`src/rtl/serial_subtractor.sv`:
```
// Bit-serial unsigned subtractor: computes A - B LSB-first, one bit per clock,
// through a single full-subtractor cell and a borrow flip-flop.
// The result and final borrow are presented with a one-cycle DONE pulse.
module serial_subtractor #(
  parameter int WIDTH = 8
) (
  input  logic             CLK,
  input  logic             RST_N,
  input  logic             START,
  input  logic [WIDTH-1:0] A,
  input  logic [WIDTH-1:0] B,
  output logic             BUSY,
  output logic             DONE,
  output logic [WIDTH-1:0] DIFF,
  output logic             BORROW
);

  localparam int CW = $clog2(WIDTH);

  typedef enum logic [1:0] {
    IDLE = 2'd0,
    RUN  = 2'd1,
    FIN  = 2'd2
  } state_t;

  state_t           r_state;
  state_t           w_state_next;

  logic [WIDTH-1:0] r_sa;
  logic [WIDTH-1:0] r_sb;
  logic [WIDTH-1:0] r_sr;
  logic             r_br;
  logic [CW-1:0]    r_cnt;
  logic [WIDTH-1:0] r_diff;
  logic             r_borrow;

  logic             w_a;
  logic             w_b;
  logic             w_d;
  logic             w_br_next;
  logic             w_last;
  logic             w_accept;

  // Full-subtractor cell on the current LSBs and the stored borrow.
  assign w_a       = r_sa[0];
  assign w_b       = r_sb[0];
  assign w_d       = w_a ^ w_b ^ r_br;
  assign w_br_next = (~w_a & w_b) | (~(w_a ^ w_b) & r_br);

  // The counter stops at WIDTH-1 on the last RUN cycle, so it never wraps.
  assign w_last   = (r_cnt == CW'(WIDTH - 1));
  assign w_accept = (r_state == IDLE) && START;

  // State register.
  // NOTE: clocked state uses non-blocking (<=) so every flop samples pre-edge values.
  always_ff @(posedge CLK or negedge RST_N) begin
    if (!RST_N) r_state <= IDLE;
    else        r_state <= w_state_next;
  end

  // Next-state decode: IDLE waits for START, RUN lasts WIDTH cycles, FIN is one cycle.
  always_comb begin
    // NOTE: default assigned first so no path leaves w_state_next unassigned (no latch).
    w_state_next = r_state;
    unique case (r_state)
      IDLE:    if (START) w_state_next = RUN;
      RUN:     if (w_last) w_state_next = FIN;
      FIN:     w_state_next = IDLE;
      default: w_state_next = IDLE;
    endcase
  end

  // Operand shift registers, result shift register, borrow FF and bit counter.
  // NOTE: datapath registers are reset too, so an aborted operation leaves no residue.
  always_ff @(posedge CLK or negedge RST_N) begin
    if (!RST_N) begin
      r_sa  <= '0;
      r_sb  <= '0;
      r_sr  <= '0;
      r_br  <= 1'b0;
      r_cnt <= '0;
    end else if (w_accept) begin
      r_sa  <= A;
      r_sb  <= B;
      r_sr  <= '0;
      r_br  <= 1'b0;
      r_cnt <= '0;
    end else if (r_state == RUN) begin
      r_sa  <= r_sa >> 1;
      r_sb  <= r_sb >> 1;
      r_sr  <= {w_d, r_sr[WIDTH-1:1]};
      r_br  <= w_br_next;
      r_cnt <= w_last ? r_cnt : r_cnt + CW'(1);
    end
  end

  // Result registers load at the RUN-to-FIN edge, including the final bit, and hold otherwise.
  always_ff @(posedge CLK or negedge RST_N) begin
    if (!RST_N) begin
      r_diff   <= '0;
      r_borrow <= 1'b0;
    end else if ((r_state == RUN) && w_last) begin
      r_diff   <= {w_d, r_sr[WIDTH-1:1]};
      r_borrow <= w_br_next;
    end
  end

  // Status flags are decoded from state only: no combinational path from inputs.
  assign BUSY   = (r_state == RUN);
  assign DONE   = (r_state == FIN);
  assign DIFF   = r_diff;
  assign BORROW = r_borrow;

endmodule

```
`config.mk`:
```
export PLATFORM = sky130hd
export DESIGN_NAME = serial_subtractor
export DESIGN_NICKNAME = d
export VERILOG_FILES = /design/src/rtl/serial_subtractor.sv
export SDC_FILE = /design/constraint.sdc
export NUM_CORES = 1
export LEC_CHECK = 0
export CAP_MARGIN = 0
export CELL_PAD_IN_SITES_DETAIL_PLACEMENT = 1
export CELL_PAD_IN_SITES_GLOBAL_PLACEMENT = 1
export CORE_ASPECT_RATIO = 0.5
export CORE_MARGIN = 2
export CORE_UTILIZATION = 37
export DETAILED_ROUTE_END_ITERATION = 6
export PLACE_DENSITY_LB_ADDON = 0.1
export SLEW_MARGIN = 20
export SYNTH_ARGS = -nofsm -noshare
export SYNTH_HDL_FRONTEND = slang
export SYNTH_SLANG_ARGS = --single-unit
export TNS_END_PERCENT = 10
```
`constraint.sdc`:
```
create_clock -name CLK -period 1.5 [get_ports CLK]
set_input_delay 0.15 -clock CLK [delete_from_list [all_inputs] [get_ports CLK]]
set_output_delay 0.15 -clock CLK [all_outputs]
set_load 0.02 [all_outputs]
```
==> out/results.tsv <==
stage	metric	value	unit
sta	Worst-Margin Slew	0.4218	ns
clock_network	CTS tree	done	
detailed_routing	vias per inst	5.247	
floorplan	die area	5183	um2
floorplan	total core area	4403	um2
detailed_routing	routed via count	1317	
detailed_routing	Routed WL	3.951	mm
floorplan	# IOs	30	
sta	final period utilization	0.9755	
floorplan	Starting Density	0.3859	
detailed_routing	initial DRC count	31	
sta	Max Freq	0.6834	GHz
floorplan	row cnt	17	
critical_path	CP arrival	1.63	ns
synthesis	top-area cell type share of the netlist area	0.5596	
synthesis	area leader, netlist	dfrtp_1	
sta	worst-case clock skew	0.009804	ns
detailed_routing	DRT Pass-1 Iters	2	
critical_path	worst reg-to-reg setup slack	0.04	ns
synthesis	top cells by area, synth	dfrtp_1 56%, mux2_4 6.2%, nor3_1 4.4%	
critical_path	Critical Path Sink Type	register	
sta	Max Slew Vio Count	0	
critical_path	R2R cell count	5	
clock_network	Num Clock Sinks	38	
global_routing	global-route wire length before repair	6.969	mm
placement	HPWL Detailed	2.640	mm
clock_network	Clock Tree Buf Depth	2	
synthesis	post-synthesis average cell area	11.25	um2
floorplan	DIE HEIGHT	51.92	um
power_and_ir_drop	VDD IR max	0.6222	mV
critical_path	RR Startpoint	r_cnt[0]	
floorplan	Die Wd	99.84	um
clock_network	CTS root buffer	clkbuf_8	
global_routing	largest net degree at the start of global routing	22	
synthesis	post-synth cell types	30	
synthesis	Mapped Nets	173	
global_routing	antenna violations before repair	0	
global_routing	via count of the first global-routing pass	1413	
clock_network	Num CTS Buffers	5	
sta	Slew headroom	0.7188	
final_layout	# nets final	215	
sta	final setup violation count	0	
critical_path	startpoint types	register	
critical_path	largest fanout on the critical path	6	
placement	dpl cell area	2122	um2
clock_network	htree depth	2	
critical_path	crit path kind	register to register	
sta	final period demand of the worst path	1.463	ns
synthesis	Post-Syn Instances	151	
hold_path	HP Class	input port to async pin	
sta	final hold vios	0	
synthesis	Synth Warn #	0	
power_and_ir_drop	P_leak	0.001032	uW
sta	Min Hold Slack	0.3284	ns
synthesis	Synth Register Bits	38	
global_routing	GRT Overall Usage	0.1768	
final_layout	Final Cell Area	2297	um2
synthesis	post-synthesis cell area	1699	um2
detailed_routing	routed len/inst	15.74	um
detailed_routing	Final ANT Viol Nets	0	
clock_network	worst skew pair latency	0.29	ns
final_layout	ant diodes	0	
sta	unrepaired setup endpoints after global routing	true	
status	status	complete, no violations	
run	max cap viols	0	
power_and_ir_drop	PwrDens	2120	nW/um2
detailed_routing	DRC violations left	0	
synthesis	sequential-to-total area share from yosys stat	0.5596	
clock_network	Reg clk slew, reported paths	0.08	ns
final_layout	layout cells sized above 1	0.1959	
critical_path	R2R Path End	DIFF[0]	
placement	port bufs	29	
final_layout	area growth from synthesis to layout	35.20	%
placement	GPL Wtd Cong	0.7629	
global_routing	GRT overflow	0	
final_layout	FILL cells	475	
critical_path	required time worst endpoint	1.67	ns
## stage by stage
step	setup slack (ns)	TNS (ns)	utilization	instances	power, uW
after global placement	0.07726	0	0.4820	241	3702
after CTS	0.02849	0	0.5163	250	4871
final	0.03678	0	0.5217	251	4870
after floorplan	0.03301	0	-	151	3068
after global routing	-0.06998	-0.1267	0.5217	251	5272
after detailed placement	0.04371	0	0.4820	241	3783
## state kept, by name, summed over array words and instances, names as in the netlist
signal / count
DIFF: 8
r_sb: 8
r_state: 2
r_sr: 7
r_br: 1
r_sa: 8
r_cnt: 3
BORROW: 1
## worst max-delay path: stages (launching register included)
cell	delay, ns
dfrtp_1	0.39
ha_1	0.21
ha_2	0.20
nand3b_4	0.09
buf_12	0.12
mux2_2	0.32
## where the power goes
| group | switching (uW) | leakage, uW | internal, uW |
|---|---|---|---|
| logic | 912 | 0.000492 | 1060 |
| registers | 332 | 0.000469 | 1490 |
| clock network | 365 | 0.0000714 | 710 |
| total | 1610 | 0.00103 | 3260 |
## worst max-delay path by stage
stage                         from        to  slack, ns  depth (start not counted)
after floorplan           r_cnt[0]   DIFF[1]       0.03                          5
after global placement    r_cnt[0]   DIFF[0]       0.08                          5
after detailed placement  r_cnt[1]   DIFF[0]       0.04                          5
after CTS                 r_cnt[0]   DIFF[0]       0.03                          5
after global routing      r_cnt[0]  r_cnt[2]      -0.07                          6
final                     r_cnt[0]   DIFF[0]       0.04                          5
## cell usage after synthesis
cell and instances:
a21oi_1 7, a22o_1 7, a31oi_1 2, a32oi_1 2
buf_2 5, buf_4 2, buf_6 2, clkbuf_1 1
dfrtp_1 38, fa_1 1, ha_1 2, inv_1 5
inv_2 1, mux2_2 1, mux2_4 7, nand2_1 11
nand2b_1 2, nand3_1 1, nand3b_2 1, nor2_1 16
nor3_1 15, nor4b_1 1, nor4bb_1 2, o21ai_0 1
o21ai_1 1, o21bai_1 1, o22ai_1 8, o311ai_1 1
o32ai_1 6, or2_4 1
## per-layer routing
metal,routed length [um],GRT usage
met2,1845,0.2984
met3,144,0.04839
met1,1935,0.2250
met4,26,0.05479
met5,0,0
## cell families after synthesis
| group | after synthesis | share of synthesized area |
|---|---|---|
| adder cells (fa/ha/maj) | 3 | 0.02651 |
| multiplexers | 8 | 0.06848 |
| AND/OR/NAND/NOR | 50 | 0.1429 |
| flip-flops | 38 | 0.5596 |
| buffers and inverters | 16 | 0.05227 |
| AO/OA/AOI/OAI | 36 | 0.1502 |
## cell type report
| cell class | instances | area, um2 | area share |
|---|---|---|---|
| Inverter | 6 | 22.52 | 0.009804 |
| Clock inverter | 2 | 60.06 | 0.02614 |
| Sequential cell | 38 | 952.2 | 0.4145 |
| Timing Repair Buffer | 45 | 431.7 | 0.1879 |
| Multi-Input combinational cell | 97 | 676.9 | 0.2947 |
| Tap cell | 57 | 71.32 | 0.03105 |
| Clock buffer | 6 | 82.58 | 0.03595 |
## cells in the final DEF, fill, tap and decap left out, types with 2 or more instances in the layout
| cell | synthesis | layout |
|---|---|---|
| buf_12 | 0 | 2 |
| nand2b_1 | 2 | 2 |
| buf_4 | 2 | 13 |
| clkdlybuf4s50_1 | 0 | 26 |
| nand2_1 | 11 | 11 |
| dfrtp_1 | 38 | 37 |
| clkbuf_8 | 0 | 6 |
| o22ai_1 | 8 | 8 |
| bufinv_16 | 0 | 2 |
| a31oi_1 | 2 | 2 |
| a21oi_1 | 7 | 7 |
| mux2_4 | 7 | 7 |
| inv_1 | 5 | 5 |
| nor2_1 | 16 | 16 |
| a32oi_1 | 2 | 2 |
| a22o_1 | 7 | 7 |
| o32ai_1 | 6 | 6 |
| nor3_1 | 15 | 15 |
## what timing repair did
item,in CTS,in global routing
hold buffers,1,0
pin swaps,0,0
setup endpoints to repair,2,5
resized for setup,3,3
buffers inserted,0,1
endpoints found under the hold margin,17,0
No activity file was read; power rests on OpenSTA's default activity.
